`config.mk`:
```
export PLATFORM = sky130hd
export DESIGN_NAME = codec_init_sequencer_flat
export DESIGN_NICKNAME = d
export VERILOG_FILES = /design/src/rtl/codec_init_sequencer_if.sv /design/src/rtl/codec_init_sequencer.sv /design/src/flat_wrapper.sv
export SDC_FILE = /design/constraint.sdc
export NUM_CORES = 1
export LEC_CHECK = 0
export ABC_AREA = 1
export BUFFER_PORTS_ARGS = -buffer_cell sky130_fd_sc_hd__buf_2
export CORE_ASPECT_RATIO = 0.8
export CORE_UTILIZATION = 35
export DETAILED_ROUTE_END_ITERATION = 6
export GPL_TIMING_DRIVEN = 0
export HOLD_SLACK_MARGIN = 0.15
export PLACE_DENSITY = 0.54
export SYNTH_ARGS = -nofsm -noshare
export SYNTH_HDL_FRONTEND = slang
export SYNTH_SLANG_ARGS = --single-unit
```
`constraint.sdc`:
```
create_clock -name clk -period 4.5 [get_ports clk]
set_input_delay 0.45 -clock clk [delete_from_list [all_inputs] [get_ports clk]]
set_output_delay 0.45 -clock clk [all_outputs]
set_load 0.02 [all_outputs]
```
`src/rtl/codec_init_sequencer_if.sv`:
```
// Handshake between the codec init sequencer (master) and the I2C bus master (slave).
// The sequencer posts one register write per strobe and the bus master reports completion and ACK status.
interface codec_init_sequencer_if;
  logic        begin_transmition;
  logic [15:0] dataToSend;
  logic [6:0]  receiver_address;
  logic        r_w;
  logic        transmition_over;
  logic        ACK;

  modport master (
    output begin_transmition,
    output dataToSend,
    output receiver_address,
    output r_w,
    input  transmition_over,
    input  ACK
  );

  modport slave (
    input  begin_transmition,
    input  dataToSend,
    input  receiver_address,
    input  r_w,
    output transmition_over,
    output ACK
  );
endinterface

```
`src/rtl/codec_init_sequencer.sv`:
```
// WM8731 power-up sequencer: walks eight fixed register writes through the I2C bus master,
// retrying each entry on NACK or timeout before giving up.
module codec_init_sequencer #(
  parameter logic [6:0]  DEV_ADDR       = 7'h1A,
  parameter int unsigned MAX_RETRY      = 3,
  parameter int unsigned GAP_CYCLES     = 500,
  parameter int unsigned TIMEOUT_CYCLES = 4096
) (
  input  logic                          clk,
  input  logic                          rst,
  input  logic                          start,
  codec_init_sequencer_if.master        bus,
  output logic                          busy,
  output logic                          done,
  output logic                          error,
  output logic [2:0]                    entry_idx
);

  localparam int unsigned RETRY_W  = $clog2(MAX_RETRY + 1);
  localparam int unsigned GAP_W    = (GAP_CYCLES > 1) ? $clog2(GAP_CYCLES) : 1;
  localparam int unsigned TMO_W    = (TIMEOUT_CYCLES > 1) ? $clog2(TIMEOUT_CYCLES) : 1;
  localparam int unsigned IDX_W    = 3;
  localparam int unsigned WORD_W   = 16;
  localparam int unsigned LAST_IDX = 7;

  typedef enum logic [2:0] {
    S_IDLE,
    S_ISSUE,
    S_WAIT,
    S_GAP,
    S_DONE,
    S_ERROR
  } state_t;

  state_t               state_q, state_d;
  logic [RETRY_W-1:0]   retry_q, retry_d;
  logic [GAP_W-1:0]     gap_q, gap_d;
  logic [TMO_W-1:0]     tmo_q, tmo_d;
  logic [IDX_W-1:0]     idx_q, idx_d;
  logic [WORD_W-1:0]    data_q, data_d;
  logic                 strobe_q, strobe_d;
  logic                 busy_q, busy_d;
  logic                 done_q, done_d;
  logic                 error_q, error_d;

  // Fixed codec bring-up table: {reg_addr[6:0], reg_data[8:0]}, mic capture over I2S.
  function automatic logic [WORD_W-1:0] table_word(input logic [IDX_W-1:0] idx);
    case (idx)
      3'd0:    table_word = 16'h1E00;
      3'd1:    table_word = 16'h0C79;
      3'd2:    table_word = 16'h0805;
      3'd3:    table_word = 16'h0A00;
      3'd4:    table_word = 16'h0E02;
      3'd5:    table_word = 16'h1000;
      3'd6:    table_word = 16'h0080;
      default: table_word = 16'h1201;
    endcase
  endfunction

  // Next-state and next-output logic; transmition_over takes priority over the timeout.
  always_comb begin
    state_d = state_q;
    retry_d = retry_q;
    gap_d   = gap_q;
    tmo_d   = tmo_q;
    idx_d   = idx_q;
    data_d  = data_q;
    done_d  = done_q;
    error_d = error_q;

    unique case (state_q)
      S_IDLE, S_DONE, S_ERROR: begin
        if (start) begin
          state_d = S_ISSUE;
          idx_d   = '0;
          retry_d = '0;
          done_d  = 1'b0;
          error_d = 1'b0;
          data_d  = table_word(IDX_W'(0));
        end
      end
      S_ISSUE: begin
        state_d = S_WAIT;
        tmo_d   = '0;
      end
      S_WAIT: begin
        tmo_d = tmo_q + TMO_W'(1);
        if (bus.transmition_over && bus.ACK) begin
          if (idx_q == IDX_W'(LAST_IDX)) begin
            state_d = S_DONE;
            done_d  = 1'b1;
          end else begin
            state_d = S_GAP;
            gap_d   = '0;
            idx_d   = idx_q + IDX_W'(1);
            data_d  = table_word(idx_q + IDX_W'(1));
            retry_d = '0;
          end
        end else if (bus.transmition_over || (tmo_q == TMO_W'(TIMEOUT_CYCLES - 1))) begin
          retry_d = retry_q + RETRY_W'(1);
          if (retry_d == RETRY_W'(MAX_RETRY)) begin
            state_d = S_ERROR;
            error_d = 1'b1;
          end else begin
            state_d = S_GAP;
            gap_d   = '0;
          end
        end
      end
      S_GAP: begin
        gap_d = gap_q + GAP_W'(1);
        if (gap_q == GAP_W'(GAP_CYCLES - 1)) begin
          state_d = S_ISSUE;
        end
      end
      default: state_d = S_IDLE;
    endcase

    strobe_d = (state_d == S_ISSUE);
    busy_d   = (state_d inside {S_ISSUE, S_WAIT, S_GAP});
  end

  // State and registered outputs.
  always_ff @(posedge clk) begin
    if (!rst) begin
      state_q  <= S_IDLE;
      retry_q  <= '0;
      gap_q    <= '0;
      tmo_q    <= '0;
      idx_q    <= '0;
      data_q   <= '0;
      strobe_q <= 1'b0;
      busy_q   <= 1'b0;
      done_q   <= 1'b0;
      error_q  <= 1'b0;
    end else begin
      state_q  <= state_d;
      retry_q  <= retry_d;
      gap_q    <= gap_d;
      tmo_q    <= tmo_d;
      idx_q    <= idx_d;
      data_q   <= data_d;
      strobe_q <= strobe_d;
      busy_q   <= busy_d;
      done_q   <= done_d;
      error_q  <= error_d;
    end
  end

  assign bus.begin_transmition = strobe_q;
  assign bus.dataToSend        = data_q;
  assign bus.receiver_address  = DEV_ADDR;
  assign bus.r_w               = 1'b0;
  assign busy                  = busy_q;
  assign done                  = done_q;
  assign error                 = error_q;
  assign entry_idx             = idx_q;

endmodule
```
`src/flat_wrapper.sv`:
```
// flat-port wrapper written by rule: the top's interface ports become plain ports
module codec_init_sequencer_flat 
#(
  parameter logic [6:0]  DEV_ADDR       = 7'h1A,
  parameter int unsigned MAX_RETRY      = 3,
  parameter int unsigned GAP_CYCLES     = 500,
  parameter int unsigned TIMEOUT_CYCLES = 4096
)
  (clk, rst, start, busy, done, error, entry_idx, bus_begin_transmition, bus_dataToSend, bus_receiver_address, bus_r_w, bus_transmition_over, bus_ACK);
  codec_init_sequencer_if bus_i ();
  input  logic clk;
  input  logic rst;
  input  logic start;
  output logic busy;
  output logic done;
  output logic error;
  output logic [2:0] entry_idx;
  output wire logic [$bits(bus_i.begin_transmition)-1:0] bus_begin_transmition;
  output wire logic [$bits(bus_i.dataToSend)-1:0] bus_dataToSend;
  output wire logic [$bits(bus_i.receiver_address)-1:0] bus_receiver_address;
  output wire logic [$bits(bus_i.r_w)-1:0] bus_r_w;
  input wire logic [$bits(bus_i.transmition_over)-1:0] bus_transmition_over;
  input wire logic [$bits(bus_i.ACK)-1:0] bus_ACK;
  assign bus_begin_transmition = bus_i.begin_transmition;
  assign bus_dataToSend = bus_i.dataToSend;
  assign bus_receiver_address = bus_i.receiver_address;
  assign bus_r_w = bus_i.r_w;
  assign bus_i.transmition_over = bus_transmition_over;
  assign bus_i.ACK = bus_ACK;
  codec_init_sequencer #(.DEV_ADDR(DEV_ADDR), .MAX_RETRY(MAX_RETRY), .GAP_CYCLES(GAP_CYCLES), .TIMEOUT_CYCLES(TIMEOUT_CYCLES)) u_core (.clk(clk), .rst(rst), .start(start), .bus(bus_i), .busy(busy), .done(done), .error(error), .entry_idx(entry_idx));
endmodule
```
==> flow_summary.json, run 1 <==
{
  "outcome": "finished clean",
  "netlist_cell_types": 33,
  "drtIter0Drc": 63,
  "num_io_pins": 36,
  "timing.critical_path.required_ns": 4.68,
  "aggregate_global_route_resource_usage_pct": 15.0,
  "grt_pass1_vias": 1735,
  "slew_violations": 0,
  "syn-cell-area_um2": 2270,
  "synthesis.area_per_instance_um2": 7.29,
  "placedCellCount": 426,
  "clockBufferDepth": 2,
  "cts_num_sinks": 42,
  "timing.final.hold_violations": 0,
  "max_clock_freq_ghz": 0.554,
  "layout_cells_sized_above_1_pct": 21.2,
  "final_area_um2": 2620,
  "vdd_ir_drop_max_mv": 0.122,
  "cp-start-kind": "flop",
  "total_leakage_power_nw": 1.12,
  "finalNonFillerCells": 434,
  "final_worst_hold_slack_ns": 0.448,
  "setup_viol_count_final": 0,
  "number_of_antenna_violations_at_the_first_check_in_global_routing": 0,
  "place.detailed.hpwl_um": 3700,
  "post-route-drc-count": 0,
  "synth_edf_count": 0,
  "postRouteWirelength_um": 4890,
  "synth_sequential_area_ratio_pct": 37.0,
  "area_delta_synth_final_pct": 15.2,
  "synth_top_cell_area_share_pct": 37.0,
  "routed-wl-met2_um": 2000,
  "asyncSetResetFlopFracSynth_pct": 0,
  "grt_max_degree": 13,
  "mostFrequentLayoutCell": "nand2_1",
  "power.share.sequential_pct": 48.2,
  "place.port_buffers": 23,
  "avgRoutedWirePerCell_um": 11.3,
  "met3WireLength_um": 186,
  "post-cts-setup-buffer-count": 0,
  "finalNetCount": 367,
  "layout_worst_path_cycle_share_pct": 40.1,
  "die_height_um": 74.1,
  "detail-route-antenna-nets": 0,
  "internal-power_mw": 0.573,
  "cts_tree": "done",
  "cellPowerDensity_nw_per_um2": 320,
  "wirelength_met1_um": 2670,
  "critical_path_arrival_ns": 1.99,
  "worst-slew-pin-transition_ns": 0.552,
  "top_layer": "met4",
  "timing.setup.tns_ns": 0,
  "grt_pass1_wl_um": 8090,
  "power_frac_clock_pct": 30.4,
  "via_per_inst": 4.56,
  "floorplan.rows": 25,
  "cts.repair.resized": 0,
  "floorplan.initialDensity_pct": 37.3,
  "global_route.overflow_total": 0,
  "slew_headroom_pct": 63.2,
  "first_drt_pass_iteration_count": 4,
  "post_route_minimum_period_ns": 1.81,
  "placed_cell_area_um2": 2530,
  "cts.htree.levels": 2,
  "synth-main-ff-cell": "dfxtp_1",
  "combinationalPowerShare_pct": 21.4,
  "synth-warning-count": 0,
  "max_cap_viol_count": 0,
  "netlist_top_cells_area": "dfxtp_1, nand2_1, a21oi_1, ha_1, buf_4",
  "rsz0062_at_grt": "false",
  "clk_latency_ns": 0.29,
  "tritoncts.num_buffers": 5,
  "post-synth-top-area-cell": "dfxtp_1",
  "worst-setup-path-type": "reg2reg",
  "globalplace.congestion": 0.871,
  "setup_skew_ns": 0.00552,
  "cts.reportedPaths.clkPinSlew_ns": 0.08,
  "critPathCaptureType": "flop",
  "final_cell_mix": "nand2_1, dfxtp_1, a21oi_1",
  "antenna_cells_inserted": 0,
  "detailroute.via_count": 1978,
  "layout.core_utilization_pct": 42.9,
  "worstPathMaxFanout": 8,
  "synthCells": 312,
  "p_sw_share_pct": 31.7,
  "ctsRootBufferMaster": "clkbuf_8",
  "switching_power_mw": 0.266,
  "die_area_um2": 6820,
  "chipWidth_um": 92.1,
  "hold_path_class": "in2reg",
  "cts_hold_repair.buffers": 0,
  "placeableCoreArea_um2": 6100,
  "postSynthRegisterBits": 42
}
[sequential cells by signal (all words and copies together), names as in the netlist]
| register | cells |
|---|---|
| u_core.bus.dataToSend | 9 |
| u_core.bus.begin_transmition | 1 |
| u_core.entry_idx | 3 |
| u_core.error | 1 |
| u_core.retry_q | 2 |
| u_core.done | 1 |
| u_core.tmo_q | 12 |
| u_core.gap_q | 9 |
| u_core.busy | 1 |
| u_core.state_q | 3 |
[metrics by stage]
| step | setup slack, ns | total power [mW] |
|---|---|---|
| 2_1_floorplan | 2.83 | 0.547 |
| 3_5_place_dp | 2.69 | 0.594 |
| 3_3_place_gp | 2.72 | 0.593 |
| 6_report | 2.69 | 0.839 |
| 5_1_grt | 2.54 | 0.886 |
| 4_1_cts | 2.67 | 0.849 |
[power groups by stage]
stage	clock network, mW	logic [mW]	registers [mW]
6_report	0.255	0.180	0.404
5_1_grt	0.280	0.199	0.408
3_3_place_gp	0	0.180	0.413
3_5_place_dp	0	0.181	0.413
4_1_cts	0.264	0.181	0.404
2_1_floorplan	0	0.117	0.430
[routing by layer]
layer  GRT usage (%)  up-vias
li1                -     1074
met1            21.6      867
met2            22.7       33
met3            3.99        4
met4            3.13        0
met5               0        -
[cell families after synthesis]
family	Yosys count	share of synthesized area [%]
AO/OA/AOI/OAI	58	14.5
XOR/XNOR	2	0.771
adder cells (fa/ha/maj)	10	5.50
buffers and inverters	52	11.1
flip-flops	42	37.0
other	2	0.330
AND/OR/NAND/NOR	146	30.8
[Yosys cell counts (all sizes together), types with 2 or more instances]
cell    instances
nand3          18
o21ai          14
ha             10
or2             5
nor3            7
nor2           32
buf            16
a211oi          4
a311oi          2
clkbuf          4
inv            32
nand4           2
dfxtp          42
a221oi          3
conb            2
a21oi          32
nand3b          3
nand2          79
[worst max-delay path, cell delays in order (launching register included)]
cell and delay (ns):
dfxtp_1 0.50, ha_1 0.21, ha_1 0.17, nor2_1 0.06, inv_1 0.15, nand2_1 0.12, nand2_2 0.18, inv_2 0.10
o21ai_0 0.15, a21oi_1 0.06
[final timing paths]
kind	startpoint	to	slack [ns]	depth (start not counted)
max	u_core.entry_idx[0]$_SDFFE_PN0P_	u_core.bus.dataToSend[9]$_SDFFE_PN0P_	2.69	9
min	rst	u_core.state_q[0]$_SDFF_PN0_	0.45	3
max reg2reg	u_core.entry_idx[0]$_SDFFE_PN0P_	u_core.bus.dataToSend[9]$_SDFFE_PN0P_	2.69	9
min reg2reg	u_core.error$_SDFFE_PN0P_	u_core.error$_SDFFE_PN0P_	0.46	2
[area by class of cell]
class | instances | area [µm²]
sequential | 42 | 841
tap | 81 | 101
buffer | 20 | 133
clock inverter | 1 | 5.00
clock buffer | 7 | 86.3
inverter | 32 | 120
multi-input combinational | 228 | 1220
timing repair buffer | 23 | 115
fill | 640 | 3480
Note: power is estimated with default switching activity, not from simulation.
==> inputs of run 2 (changes only) <==
Clock period 4.5 ns to 1.7 ns, I/O delays scaled along.
==> run 2 against run 1 <==
  * Register-to-register slack got worse by 2.6 ns
  * Die area unchanged
  * Cell count up 2.3%
  * Largest power group unchanged
  * Worst setup slack worse by 2.6 ns
  * Combinational power increased to 2.8 times the previous value
  * Power grew to 2.7 times the previous value
  * Critical path depth stayed put
  * Sequential share of layout area down 1.2 points
==> flow_summary.json, run 2 (same netlist as run 1, synthesis figures left out) <==
{
  "outcome": "finished clean",
  "layout_worst_path_cycle_share_pct": 96.2,
  "global_route.overflow_total": 0,
  "multi_input_comb_area_um2": 1260,
  "slew_violations": 0,
  "num-fill-cells": 626,
  "cp-start-kind": "flop",
  "combinationalPowerShare_pct": 22.3,
  "timing.critical_path.required_ns": 1.93,
  "max_clock_freq_ghz": 0.612,
  "fin_total_pwr_mw": 2.25,
  "die_area_um2": 6820,
  "largest_register_ff_count": 12,
  "timing.critical_path.cells": "ha_1 -> ha_1 -> nor2_1 -> inv_2 -> nor2_8 -> nor2_2 -> a21oi_2 -> nand3_2 -> nor2_1",
  "timing.final.hold_violations": 0,
  "total_leakage_power_nw": 1.18,
  "worstPathMaxFanout": 6,
  "max_incr_delay_on_cp_ns": 0.37,
  "grt_max_degree": 13,
  "cellPowerDensity_nw_per_um2": 821,
  "finalNetCount": 377,
  "internal-power_mw": 1.53,
  "num_io_pins": 36,
  "drtIter0Drc": 74,
  "cts_tree": "done",
  "post-route-drc-count": 0,
  "post_route_minimum_period_ns": 1.63,
  "cts.htree.levels": 2,
  "floorplan.rows": 25,
  "power.share.sequential_pct": 47.5,
  "detail-route-antenna-nets": 0,
  "worst-setup-path-type": "reg2reg",
  "chipWidth_um": 92.1,
  "placed_cell_area_um2": 2530,
  "max_cap_viol_count": 0,
  "first_drt_pass_iteration_count": 4,
  "via_per_inst": 4.57,
  "final_area_um2": 2740,
  "timing.setup.tns_ns": 0,
  "layout_cells_sized_above_1_pct": 27.3,
  "crit_slowest_cell": "dfxtp_4",
  "area.sequential_um2": 848,
  "setup_skew_ns": 0.00532,
  "clk_latency_ns": 0.29,
  "antenna_cells_inserted": 0,
  "place.port_buffers": 23,
  "number_of_antenna_violations_at_the_first_check_in_global_routing": 0,
  "vdd_ir_drop_max_mv": 0.328,
  "postRouteWirelength_um": 5060,
  "setup_viol_count_final": 0,
  "mostFrequentLayoutCell": "nand2_1",
  "slew_headroom_pct": 62.9,
  "globalplace.congestion": 0.871,
  "rsz0062_at_grt": "true",
  "crit_family": "simple AND/OR/NAND/NOR gates",
  "critPathCaptureType": "flop",
  "worst-slew-pin-transition_ns": 0.557,
  "cts_num_sinks": 42,
  "cts.reportedPaths.clkPinSlew_ns": 0.08,
  "final_cell_mix": "nand2_1, dfxtp_1, a21oi_1",
  "placeableCoreArea_um2": 6100,
  "grt_pass1_wl_um": 8110,
  "floorplan.initialDensity_pct": 37.3,
  "critical_path_arrival_ns": 1.87,
  "aggregate_global_route_resource_usage_pct": 15.1,
  "p_sw_share_pct": 32.1,
  "area_delta_synth_final_pct": 20.6,
  "hold_path_class": "in2reg",
  "avgRoutedWirePerCell_um": 11.4,
  "ctsRootBufferMaster": "clkbuf_8",
  "detailroute.via_count": 2028,
  "tritoncts.num_buffers": 5,
  "place.detailed.hpwl_um": 3700,
  "timing.critical_path.buf_inv": 1,
  "switching_power_mw": 0.723,
  "top_register": "u_core.tmo_q",
  "cts_hold_repair.buffers": 0,
  "power_frac_clock_pct": 30.2,
  "die_height_um": 74.1,
  "grt_pass1_vias": 1736,
  "clockBufferDepth": 2
}
-- run 2: tightest hold or removal path, stage by stage --
cell and delay, ns:
buf_2 0.10, inv_1 0.10, a21oi_2 0.05
-- run 2: repair_timing --
item,CTS,global route
setup buffers,0,10
setup endpoints to repair,8,25
gates cloned,0,0
gates resized for setup,4,16
pin swaps,0,8
-- run 2: cell type report --
cell class | instances | area share, %
multi-input cells | 228 | 45.8
plain buffers | 20 | 4.84
well taps | 81 | 3.70
inverters | 32 | 4.47
clock buffers | 7 | 3.15
flip-flops and latches | 42 | 30.9
clock inverters | 1 | 0.182
repair buffers | 33 | 6.93
-- run 2: path summary, 6_finish.rpt --
path	start	to	slack (ns)	cells after the start
max	u_core.entry_idx[0]$_SDFFE_PN0P_	u_core.bus.begin_transmition$_SDFF_PN0_	0.07	9
min	rst	u_core.state_q[0]$_SDFF_PN0_	0.19	3
max reg2reg	u_core.entry_idx[0]$_SDFFE_PN0P_	u_core.bus.begin_transmition$_SDFF_PN0_	0.07	9
min reg2reg	u_core.error$_SDFFE_PN0P_	u_core.error$_SDFFE_PN0P_	0.46	2
-- run 2: routing by layer --
layer  wire length [µm]  up-vias  track usage [%]
met3                205        4             3.99
met4                 29        0             3.13
met2               2160       37             22.8
met1               2670      894             21.6
li1                   -     1093                -
met5                  0        -                0
-- run 2: power by group through the flow --
stage / combinational (mW) / sequential (mW) / clock (mW)
final: 0.503 / 1.07 / 0.680
after global routing: 0.555 / 1.08 / 0.740
after CTS: 0.488 / 1.07 / 0.698
after detailed placement: 0.479 / 1.09 / 0
after global placement: 0.475 / 1.09 / 0
after floorplan: 0.310 / 1.14 / 0
-- run 2: metrics by stage --
stage / hold WS (ns) / instances / util (%) / setup slack, ns
2_1_floorplan: 0.333 / 322 / - / 0.0317
3_3_place_gp: 0.443 / 426 / 41.4 / -0.0762
3_5_place_dp: 0.453 / 426 / 41.4 / -0.113
4_1_cts: 0.162 / 434 / 43.1 / 0.00540
5_1_grt: 0.182 / 444 / 45.0 / -0.0590
6_report: 0.186 / 444 / 45.0 / 0.0650
==> inputs of run 3 (changes only) <==
Settings changed: CORE_UTILIZATION 35 to 40, PLACE_DENSITY 0.54 to 0.6.
Clock period 1.7 ns to 1.75 ns, I/O delays scaled along.
==> run 3 against run 2 <==
  * Sequential cell count unchanged
  * Count of clock-buffer cells in the layout stayed put
  * Die area is 12% lower
  * Critical endpoint is now u_core.entry_idx[1]$_SDFFE_PN0P_
  * Largest cell class unchanged
==> flow_summary.json, run 3 (same netlist as run 1, synthesis figures left out) <==
{
  "outcome": "finished clean",
  "final_cell_mix": "nand2_1, dfxtp_1, a21oi_1",
  "final_area_um2": 2700,
  "timing.final.hold_violations": 0,
  "avgRoutedWirePerCell_um": 11.1,
  "detailroute.via_count": 2004,
  "first_drt_pass_iteration_count": 4,
  "grt_pass1_vias": 1793,
  "final_worst_hold_slack_ns": 0.168,
  "num-fill-cells": 579,
  "cts_num_sinks": 42,
  "cts.reportedPaths.clkPinSlew_ns": 0.08,
  "r2r.worst_path.cells": 9,
  "number_of_antenna_violations_at_the_first_check_in_global_routing": 0,
  "placed_cell_area_um2": 2520,
  "detail-route-antenna-nets": 0,
  "tritoncts.num_buffers": 5,
  "cellPowerDensity_nw_per_um2": 805,
  "num_io_pins": 36,
  "setup_skew_ns": 0.00517,
  "globalplace.congestion": 0.815,
  "floorplan.initialDensity_pct": 41.6,
  "global_route.overflow_total": 0,
  "slew_violations": 0,
  "via_per_inst": 4.60,
  "antenna_cells_inserted": 0,
  "grt_pass1_wl_um": 8170,
  "aggregate_global_route_resource_usage_pct": 17.4,
  "drtIter0Drc": 47,
  "post_route_minimum_period_ns": 1.68,
  "ctsRootBufferMaster": "clkbuf_8",
  "slew_headroom_pct": 64.6,
  "worst-setup-path-type": "reg2reg",
  "chipWidth_um": 86.3,
  "layout_cells_sized_above_1_pct": 25.4,
  "postRouteWirelength_um": 4840,
  "placedCellCount": 423,
  "timing.setup.tns_ns": 0,
  "total_leakage_power_nw": 1.15,
  "mostFrequentLayoutCell": "nand2_1",
  "layout_worst_path_cycle_share_pct": 96.2,
  "finalNetCount": 372,
  "floorplan.rows": 24,
  "max_clock_freq_ghz": 0.594,
  "max_cap_viol_count": 0,
  "area_delta_synth_final_pct": 18.6,
  "clk_latency_ns": 0.30,
  "grt_max_degree": 13,
  "place.detailed.hpwl_um": 3550,
  "worst-slew-pin-transition_ns": 0.531,
  "cp-start-kind": "flop",
  "timing.critical_path.required_ns": 1.96,
  "critPathCaptureType": "flop",
  "finalNonFillerCells": 436,
  "vdd_ir_drop_max_mv": 0.510,
  "cts.htree.levels": 2,
  "largest_register_ff_count": 12,
  "worstPathMaxFanout": 8,
  "cts_hold_repair.buffers": 0,
  "top_register": "u_core.tmo_q",
  "post-route-drc-count": 0,
  "fin_total_pwr_mw": 2.17,
  "critical_path_arrival_ns": 1.89,
  "hold_path_class": "in2reg",
  "placeableCoreArea_um2": 5470,
  "die_height_um": 69.4,
  "place.port_buffers": 23,
  "clockBufferDepth": 2,
  "die_area_um2": 5990,
  "cts_tree": "done",
  "setup_viol_count_final": 0,
  "min_path_cells": 3
}
## run 3: final cells by class
class / instances / area (µm²) / area share [%]
multi-input combinational: 228 / 1250 / 46.5
sequential: 42 / 846 / 31.4
timing repair buffer: 28 / 153 / 5.66
buffer: 20 / 133 / 4.92
inverter: 32 / 123 / 4.55
tap: 78 / 97.6 / 3.62
clock buffer: 7 / 86.3 / 3.20
clock inverter: 1 / 5.00 / 0.186
## run 3: per-stage QoR
stage          util (%)  setup slack (ns)
2_1_floorplan         -            0.0817
3_3_place_gp       46.2           -0.0285
3_5_place_dp       46.2           -0.0444
4_1_cts            47.9            0.0289
5_1_grt            49.3          -0.00801
6_report           49.3            0.0671
## run 3: layer usage
metal	vias up	GRT usage (%)	share of wire, %	wire, µm
met4	0	6.67	1.5	72
met1	859	25.3	53	2580
li1	1090	-	-	-
met2	48	24.6	40	1940
met5	-	0	0	0
met3	7	4.29	5.2	250
## run 3: worst paths after layout
kind / from / endpoint / slack, ns
max: u_core.entry_idx[0]$_SDFFE_PN0P_ / u_core.entry_idx[1]$_SDFFE_PN0P_ / 0.07
min: rst / u_core.state_q[0]$_SDFF_PN0_ / 0.17
max reg2reg: u_core.entry_idx[0]$_SDFFE_PN0P_ / u_core.entry_idx[1]$_SDFFE_PN0P_ / 0.07
min reg2reg: u_core.error$_SDFFE_PN0P_ / u_core.error$_SDFFE_PN0P_ / 0.45
## run 3: critical path: stages (launching register included)
cell	delay (ns)
dfxtp_4	0.38
ha_1	0.20
ha_1	0.21
nor2_2	0.12
inv_2	0.07
nor2_8	0.16
buf_4	0.15
buf_4	0.10
nand2_1	0.05
a21oi_1	0.15
## run 3: power by group
| part | total, mW | internal, mW | switching, mW | leakage [nW] |
|---|---|---|---|---|
| Clock | 0.653 | 0.319 | 0.335 | 0.0482 |
| Combinational | 0.478 | 0.156 | 0.321 | 0.763 |
| Sequential | 1.04 | 1.00 | 0.0346 | 0.342 |
| Total | 2.17 | 1.48 | 0.691 | 1.15 |
## run 3: what timing repair did
item                       in CTS  in global routing
setup endpoints to repair       6                 19
pin swaps                       0                  4
gates cloned                    0                  0
setup buffers                   0                  5
gates resized for setup         1                 15
